--- src/rtl/branch_resolve_unit.sv ---
// EX-stage branch resolution: carries prediction metadata IF->ID->EX, issues one
// BTB/predictor update per resolved branch, and redirects/flushes on mispredicts.
module branch_resolve_unit #(
  parameter int IDX_W = 8,
  parameter int TAG_W = 4,
  parameter int CNT_W = 32
) (
  input  logic             clk_i,
  input  logic             rst_i,
  input  logic             stall_i,
  input  logic             if_valid_i,
  input  logic [31:0]      if_pc_i,
  input  logic             if_pred_taken_i,
  input  logic [31:0]      if_pred_target_i,
  input  logic             ex_is_branch_i,
  input  logic             ex_taken_i,
  input  logic [31:0]      ex_target_i,
  output logic             btb_we_o,
  output logic [IDX_W-1:0] btb_index_o,
  output logic [TAG_W-1:0] btb_tag_o,
  output logic [31:0]      btb_target_o,
  output logic             btb_taken_o,
  output logic             redirect_o,
  output logic [31:0]      redirect_pc_o,
  output logic             flush_o,
  output logic [CNT_W-1:0] branch_cnt_o,
  output logic [CNT_W-1:0] mispred_cnt_o
);

  typedef enum logic [0:0] {IDLE = 1'b0, FLUSH = 1'b1} state_t;

  state_t state_q, state_d;

  logic        id_valid_q, id_valid_d;
  logic [31:0] id_pc_q, id_pc_d;
  logic        id_pred_taken_q, id_pred_taken_d;
  logic [31:0] id_pred_target_q, id_pred_target_d;
  logic        ex_valid_q, ex_valid_d;
  logic [31:0] ex_pc_q, ex_pc_d;
  logic        ex_pred_taken_q, ex_pred_taken_d;
  logic [31:0] ex_pred_target_q, ex_pred_target_d;
  logic        ex_done_q, ex_done_d;

  logic             btb_we_q, btb_we_d;
  logic [IDX_W-1:0] btb_index_q, btb_index_d;
  logic [TAG_W-1:0] btb_tag_q, btb_tag_d;
  logic [31:0]      btb_target_q, btb_target_d;
  logic             btb_taken_q, btb_taken_d;
  logic             redirect_q, redirect_d;
  logic [31:0]      redirect_pc_q, redirect_pc_d;
  logic             flush_q, flush_d;
  logic [CNT_W-1:0] branch_cnt_q, branch_cnt_d;
  logic [CNT_W-1:0] mispred_cnt_q, mispred_cnt_d;

  logic        resolve_s;
  logic        mispred_s;
  logic        kill_pipe_s;
  logic [31:0] correct_pc_s;

  assign resolve_s = ex_valid_q && ex_is_branch_i && !ex_done_q;
  assign mispred_s = resolve_s &&
                     ((ex_pred_taken_q != ex_taken_i) ||
                      (ex_pred_taken_q && ex_taken_i && (ex_pred_target_q != ex_target_i)));
  assign correct_pc_s = ex_taken_i ? ex_target_i : (ex_pc_q + 32'd4);

  always_comb begin
    state_d       = state_q;
    redirect_d    = 1'b0;
    flush_d       = 1'b0;
    redirect_pc_d = redirect_pc_q;
    kill_pipe_s   = 1'b0;
    case (state_q)
      IDLE: begin
        if (mispred_s) begin
          redirect_d    = 1'b1;
          flush_d       = 1'b1;
          redirect_pc_d = correct_pc_s;
          kill_pipe_s   = 1'b1;
          state_d       = FLUSH;
        end else begin
          state_d = IDLE;
        end
      end
      FLUSH: begin
        state_d = IDLE;
      end
      default: begin
        state_d = IDLE;
      end
    endcase
  end

  // Metadata shift; a mispredict kills both stages even while stalled.
  always_comb begin
    id_valid_d       = id_valid_q;
    id_pc_d          = id_pc_q;
    id_pred_taken_d  = id_pred_taken_q;
    id_pred_target_d = id_pred_target_q;
    ex_valid_d       = ex_valid_q;
    ex_pc_d          = ex_pc_q;
    ex_pred_taken_d  = ex_pred_taken_q;
    ex_pred_target_d = ex_pred_target_q;
    ex_done_d        = ex_done_q | resolve_s;
    if (!stall_i) begin
      id_valid_d       = if_valid_i;
      id_pc_d          = if_pc_i;
      id_pred_taken_d  = if_pred_taken_i;
      id_pred_target_d = if_pred_target_i;
      ex_valid_d       = id_valid_q;
      ex_pc_d          = id_pc_q;
      ex_pred_taken_d  = id_pred_taken_q;
      ex_pred_target_d = id_pred_target_q;
      ex_done_d        = 1'b0;
    end
    if (kill_pipe_s) begin
      id_valid_d = 1'b0;
      ex_valid_d = 1'b0;
    end
  end

  always_comb begin
    btb_we_d      = resolve_s;
    btb_index_d   = btb_index_q;
    btb_tag_d     = btb_tag_q;
    btb_target_d  = btb_target_q;
    btb_taken_d   = btb_taken_q;
    branch_cnt_d  = branch_cnt_q;
    mispred_cnt_d = mispred_cnt_q;
    if (resolve_s) begin
      btb_index_d  = ex_pc_q[IDX_W+1:2];
      btb_tag_d    = ex_pc_q[IDX_W+TAG_W+1:IDX_W+2];
      btb_target_d = ex_target_i;
      btb_taken_d  = ex_taken_i;
      if (branch_cnt_q != {CNT_W{1'b1}}) begin
        branch_cnt_d = branch_cnt_q + {{(CNT_W-1){1'b0}}, 1'b1};
      end
    end
    if (mispred_s && (mispred_cnt_q != {CNT_W{1'b1}})) begin
      mispred_cnt_d = mispred_cnt_q + {{(CNT_W-1){1'b0}}, 1'b1};
    end
  end

  always_ff @(posedge clk_i or posedge rst_i) begin
    if (rst_i) begin
      state_q          <= IDLE;
      id_valid_q       <= 1'b0;
      id_pc_q          <= 32'd0;
      id_pred_taken_q  <= 1'b0;
      id_pred_target_q <= 32'd0;
      ex_valid_q       <= 1'b0;
      ex_pc_q          <= 32'd0;
      ex_pred_taken_q  <= 1'b0;
      ex_pred_target_q <= 32'd0;
      ex_done_q        <= 1'b0;
      btb_we_q         <= 1'b0;
      btb_index_q      <= '0;
      btb_tag_q        <= '0;
      btb_target_q     <= 32'd0;
      btb_taken_q      <= 1'b0;
      redirect_q       <= 1'b0;
      redirect_pc_q    <= 32'd0;
      flush_q          <= 1'b0;
      branch_cnt_q     <= '0;
      mispred_cnt_q    <= '0;
    end else begin
      state_q          <= state_d;
      id_valid_q       <= id_valid_d;
      id_pc_q          <= id_pc_d;
      id_pred_taken_q  <= id_pred_taken_d;
      id_pred_target_q <= id_pred_target_d;
      ex_valid_q       <= ex_valid_d;
      ex_pc_q          <= ex_pc_d;
      ex_pred_taken_q  <= ex_pred_taken_d;
      ex_pred_target_q <= ex_pred_target_d;
      ex_done_q        <= ex_done_d;
      btb_we_q         <= btb_we_d;
      btb_index_q      <= btb_index_d;
      btb_tag_q        <= btb_tag_d;
      btb_target_q     <= btb_target_d;
      btb_taken_q      <= btb_taken_d;
      redirect_q       <= redirect_d;
      redirect_pc_q    <= redirect_pc_d;
      flush_q          <= flush_d;
      branch_cnt_q     <= branch_cnt_d;
      mispred_cnt_q    <= mispred_cnt_d;
    end
  end

  assign btb_we_o      = btb_we_q;
  assign btb_index_o   = btb_index_q;
  assign btb_tag_o     = btb_tag_q;
  assign btb_target_o  = btb_target_q;
  assign btb_taken_o   = btb_taken_q;
  assign redirect_o    = redirect_q;
  assign redirect_pc_o = redirect_pc_q;
  assign flush_o       = flush_q;
  assign branch_cnt_o  = branch_cnt_q;
  assign mispred_cnt_o = mispred_cnt_q;

endmodule

--- config.mk ---
export PLATFORM = sky130hd
export DESIGN_NAME = branch_resolve_unit
export DESIGN_NICKNAME = d
export VERILOG_FILES = /design/src/rtl/branch_resolve_unit.sv
export SDC_FILE = /design/constraint.sdc
export NUM_CORES = 1
export LEC_CHECK = 0
export ABC_AREA = 0
export ABC_CLOCK_PERIOD_IN_PS = 19900
export BUFFER_PORTS_ARGS = -buffer_cell sky130_fd_sc_hd__buf_4
export CORE_MARGIN = 2
export CORE_UTILIZATION = 30
export DETAILED_ROUTE_END_ITERATION = 10
export HOLD_SLACK_MARGIN = 0.02
export PLACE_DENSITY = 0.54
export SLEW_MARGIN = 10
export SYNTH_ARGS = -nofsm -noshare
export SYNTH_HDL_FRONTEND = slang
export SYNTH_SLANG_ARGS = --single-unit
--- constraint.sdc ---
create_clock -name clk_i -period 19.9 [get_ports clk_i]
set_clock_uncertainty 0.05 [all_clocks]
set_input_delay 3.98 -clock clk_i [delete_from_list [all_inputs] [get_ports clk_i]]
set_output_delay 3.98 -clock clk_i [all_outputs]
set_load 0.005 [all_outputs]
# Word-level counts from Yosys, hierarchy flattened
# Cells that the tools add are included.
[word_totals]
latchBits = 0
output_inout_bits = 144
memories = 0
input_bits = 103
mem_bits_rw = 0
mem_bits_ro = 0
regBits = 277
wordCells = 48
[classes]
n_eq_ne = 5
shifts = 0
mux = 9
addsub = 3
multipliers = 0
n_lt_le_gt_ge = 0
bitwise = 2
n_div = 0
reduce_logical = 10
[op_table]
columns = ["operator", "count"]
rows = [
  ["$add 32x1->32 const B", 2],
  ["$ne 32x32->1 const B", 2],
  ["$add 32x3->32 const B", 1],
  ["$mux 32", 1],
  ["$ne 32x32->1", 1],
  ["$mux 1", 7],
  ["$logic_and 1x1->1", 6],
  ["$reduce_and 2->1", 2],
  ["$ne 2x1->1 const B", 1],
  ["$pmux 1 s2", 1],
  ["$logic_not 1->1", 1],
  ["$logic_or 1x1->1", 1],
  ["$ne 1x1->1", 1],
  ["$not 1->1", 1],
  ["$or 1x1->1", 1],
]

# Logic depth before layout (Yosys ltp)
[depth]
depth_word = 7
depth_mapped = 10

# Worst setup path before layout
# No wires, ideal clock.
[synth_path]
path_type = "input-to-reg"
from = "in ex_target_i[0]"
to = "reg redirect_pc_q[2] (netlist: redirect_pc_o[2])"
arrival_time_ns = 5.540
required_ns = 19.722
setup_ns = 0.128
path_stages = 8
n_path_buf = 1
path_slack_ns = 14.182
cell_sequence = "xnor2_1 -> nand4_1 -> nor4_1 -> a21boi_2 -> nor2_1 -> nor3_2 -> buf_2 -> mux2_1"
[synth_via]
elab_chain_cells = 5
[synth_rtl]
columns = ["element", "line", "text"]
rows = [
  ["start, declared", "17", "input logic [31:0] ex_target_i,"],
  ["$ne 32x32->1", "63", "(ex_pred_taken_q && ex_taken_i && (ex_pred_target_q != ex_target_i)));"],
  ["$logic_and 1x1->1", "63", ""],
  ["$logic_or 1x1->1", "62", "((ex_pred_taken_q != ex_taken_i) ||"],
  ["$logic_and 1x1->1", "61", "assign mispred_s = resolve_s &&"],
  ["$reduce_and 2->1 (no line)", "--", ""],
  ["end signal, assigned", "182", "redirect_pc_q <= redirect_pc_d;"],
  ["end, declared", "50", "logic [31:0] redirect_pc_q, redirect_pc_d;"],
]
# Every way passes these cells.
# A chain may end at the register's enable or synchronous reset.

# Worst setup path after layout
[layout_path]
from = "in ex_is_branch_i"
to = "reg branch_cnt_q[31] (netlist: branch_cnt_o[31])"
[layout_via]
elab_chain_cells = 3
[layout_rtl]
columns = ["element", "line", "text"]
rows = [
  ["start, declared", "15", "input logic ex_is_branch_i,"],
  ["$logic_and 1x1->1 (2 in series)", "60", "assign resolve_s = ex_valid_q && ex_is_branch_i && !ex_done_q;"],
  ["$reduce_and 2->1 (no line)", "--", ""],
  ["end signal, assigned", "184", "branch_cnt_q <= branch_cnt_d;"],
  ["end, declared", "52", "logic [CNT_W-1:0] branch_cnt_q, branch_cnt_d;"],
]
# Every way passes these cells.

==> flow_summary.json <==
{
  "peakVddDrop_v": 0.00006865,
  "cts_tree": "done",
  "wl_per_cell_um": 18.68,
  "drc": 0,
  "cts_hold_buf": 0,
  "p_sw_share_pct": 28.34,
  "synth_edf_count": 0,
  "placed_area_um2": 14380,
  "cts_sinks": 276,
  "synth_area_leaders": "dfrtp_1 57%, mux2_2 15%, nand2_1 6.2%",
  "core.rowCount": 73,
  "wirelength_um": 33770,
  "drive_gt1_share_pct": 36.79,
  "dieArea_um2": 41690,
  "cts_buffers": 34,
  "synth_fp_nets": 1131,
  "arrival_ns": 6.89,
  "max_freq_mhz": 153.6,
  "yosys_warnings": 0,
  "outcome": "complete, no violations",
  "critical-path-max-stage-delay_ns": 0.94,
  "cts_setup_buffers": 0,
  "avgSynthCellArea_um2": 11.74,
  "dp_cells": 1753,
  "cts-root-buf": "clkbuf_16",
  "synth_ff_type": "dfrtp_1",
  "fin_area_um2": 15500,
  "maxCapViolCount": 0,
  "core_area_um2": 39640,
  "gp_congestion": 0.7802,
  "path_max_fanout": 48,
  "grt_pass1_wl_um": 52590,
  "via_per_inst": 4.659,
  "die_height_um": 204.2,
  "antenna_cells": 0,
  "grt_overflow_total": 0,
  "synth_seq_cells": 276,
  "synth_cells": 1024,
  "dp_hpwl_um": 23930,
  "fin_nets": 1371,
  "synth_common_cells": "276 x dfrtp_1, 199 x nand2_1, 161 x mux2_2, 70 x xnor2_1, 52 x xor2_1",
  "power_switching_uw": 510.2,
  "yosysMostFrequentCell": "dfrtp_1",
  "syn_to_final_growth_pct": 28.98,
  "setup-tns-final_ns": 0,
  "rsz0062_at_grt": "false",
  "insertion_delay_ns": 0.52,
  "cp_num_buf_inv": 2,
  "pwr-share-clk_pct": 34.6,
  "critPathRequiredTime_ns": 20.28,
  "initial_core_util_pct": 30.32,
  "grt_pass1_vias": 8907,
  "io_pins": 247,
  "cts-resized-gates": 0,
  "num_vias": 8423,
  "die-width_um": 204.2,
  "clock_path_buffers": 3,
  "ant_nets": 0,
  "netlist.area_leader.share_pct": 57.46,
  "leakagePower_uw": 0.007175,
  "yosysTopAreaCell": "dfrtp_1",
  "numPortBuffers": 246,
  "slew_headroom_pct": 23.00,
  "drt-pass1-iter-count": 4,
  "cp_top_family": "simple AND/OR/NAND/NOR gates",
  "clk_pin_slew_ns": 0.05,
  "fin_crit_ns": 6.510,
  "hold_class": "flop to flop",
  "internal_power_uw": 1290,
  "syn_area_um2": 12020,
  "critPathLaunchType": "input port",
  "p_seq_share_pct": 43.1,
  "maxSlewViolCount": 0,
  "drt_iter0_drc": 324,
  "tightest_slew_ns": 1.146,
  "fillCellCount": 3914,
  "comb_power_share_pct": 22.3,
  "critPathSlowestCell": "nor3_1",
  "grt_max_degree": 139,
  "worst_slack_ns": 13.39,
  "finalHoldViolations": 0,
  "crit_chain": "buf_4, nand2_1, or2_2, inv_2, nand3_1, nor3_1, nand2_1, nor3_1, xnor2_1",
  "async_flop_share_pct": 100.0,
  "period_share_pct": 32.72,
  "pre_cts_slack_ns": 12.80,
  "antenna_found_initial": 4,
  "crit_type": "input port to flop",
  "power.density_nw_per_um2": 116.1,
  "instances_no_fill": 1808,
  "setup_viol": 0,
  "yosysSeqAreaShare_pct": 57.46,
  "power.total_uw": 1800,
  "gr-usage-all-layers_pct": 16.51,
  "worstSetupEndpointType": "flop",
  "yosysUniqueCellTypes": 35,
  "htree_levels": 2
}
state kept, by name, summed over array words and instances (netlist names):
name / cells
ex_pred_target_q: 32
btb_target_o: 32
btb_taken_o: 1
ex_pred_taken_q: 1
ex_pc_q: 32
mispred_cnt_o: 32
id_pred_target_q: 32
btb_tag_o: 4
branch_cnt_o: 32
redirect_pc_o: 32
btb_we_o: 1
ex_done_q: 1
btb_index_o: 8
ex_valid_q: 1
flush_o: 1
id_pred_taken_q: 1
id_valid_q: 1
id_pc_q: 32
metrics by stage:
| step | hold WS (ns) | utilization, % |
|---|---|---|
| 6_report | 0.4237 | 39.11 |
| 5_1_grt | 0.4541 | 39.11 |
| 3_5_place_dp | 0.4133 | 36.27 |
| 3_3_place_gp | 0.4121 | 36.27 |
| 2_1_floorplan | 0.4197 | - |
| 4_1_cts | 0.4301 | 39.11 |
path summary, 6_finish.rpt:
path                                          start                      endpoint  slack, ns  cells past startpoint
max reg2reg                  ex_valid_q$_DFFE_PP0P_  branch_cnt_o[31]$_DFFE_PP0P_      16.57                      8
min reg2reg                btb_tag_o[2]$_DFFE_PP0P_      btb_tag_o[2]$_DFFE_PP0P_       0.42                      2
max in group asynchronous                     rst_i  btb_target_o[12]$_DFFE_PP0P_      14.67                      3
max                                  ex_is_branch_i  branch_cnt_o[31]$_DFFE_PP0P_      13.39                      9
min                        btb_tag_o[2]$_DFFE_PP0P_      btb_tag_o[2]$_DFFE_PP0P_       0.42                      2
min in group asynchronous                     rst_i       id_pc_q[11]$_DFFE_PP0N_       3.61                      2
layout by cell type, fill, tap and decap left out, types with 2 or more instances in the layout:
master,Yosys,routed
dfrtp_1,276,276
buf_4,1,250
nand2_1,199,199
mux2_2,161,161
xnor2_1,70,70
xor2_1,52,52
nand3_1,37,37
clkbuf_16,0,37
nand4_1,31,31
o21ai_0,29,29
nor2_1,27,27
nor3_1,24,24
nor4_1,13,13
and3_1,12,12
inv_1,11,9
clkbuf_8,0,7
and4_1,6,6
mux2_1,6,6
clkbuf_1,35,5
ha_1,4,4
nor2b_1,2,2
and2_1,2,2
nand4_2,2,2
or3_1,2,2
mux2i_1,2,2
clkinvlp_4,0,2
clkinv_2,0,2
bufinv_16,0,2
worst register-to-register path, cell delays in order, from the launching register on:
cell     delay, ns
dfrtp_1       0.37
nand2_1       0.05
or2_2         0.29
inv_2         0.75
nand3_1       0.28
nor3_1        0.94
nand2_1       0.17
nor3_1        0.21
xnor2_1       0.14
area by class of cell:
| type | instances | area [um2] | area share [%] |
|---|---|---|---|
| flip-flops and latches | 276 | 6907 | 44.55 |
| multi-input cells | 690 | 4877 | 31.46 |
| repair buffers | 251 | 1888 | 12.18 |
| clock buffers | 49 | 1041 | 6.715 |
| well taps | 525 | 656.9 | 4.237 |
| clock inverters | 6 | 85.08 | 0.5488 |
| inverters | 11 | 48.80 | 0.3147 |
metal layers:
| layer | track usage (%) | wire length [um] | up-vias |
|---|---|---|---|
| met4 | 3.390 | 386 | 8 |
| met3 | 4.974 | 2703 | 36 |
| met2 | 27.09 | 15920 | 225 |
| met1 | 21.57 | 14710 | 4199 |
| li1 | - | - | 3955 |
| met5 | 0 | 55 | - |
cells by family (layout without fill, tap and decap cells):
kind of cell	count (synthesis)	count (layout)	synth area share, %
XOR/XNOR	122	122	8.889
AO/OA/AOI/OAI	32	32	1.561
multiplexers	169	169	15.81
flip-flops	276	276	57.46
adder cells (fa/ha/maj)	4	4	0.4164
buffers and inverters	58	317	2.019
AND/OR/NAND/NOR	363	363	13.84
power groups by stage:
stage	sequential [uW]	combinational, uW	clock, uW
after floorplan	769	178	0
after global placement	782	405	0
after detailed placement	784	411	0
after CTS	777	412	642
after global routing	793	444	669
final	776	401	623
Power figures use the tool's default switching activity.
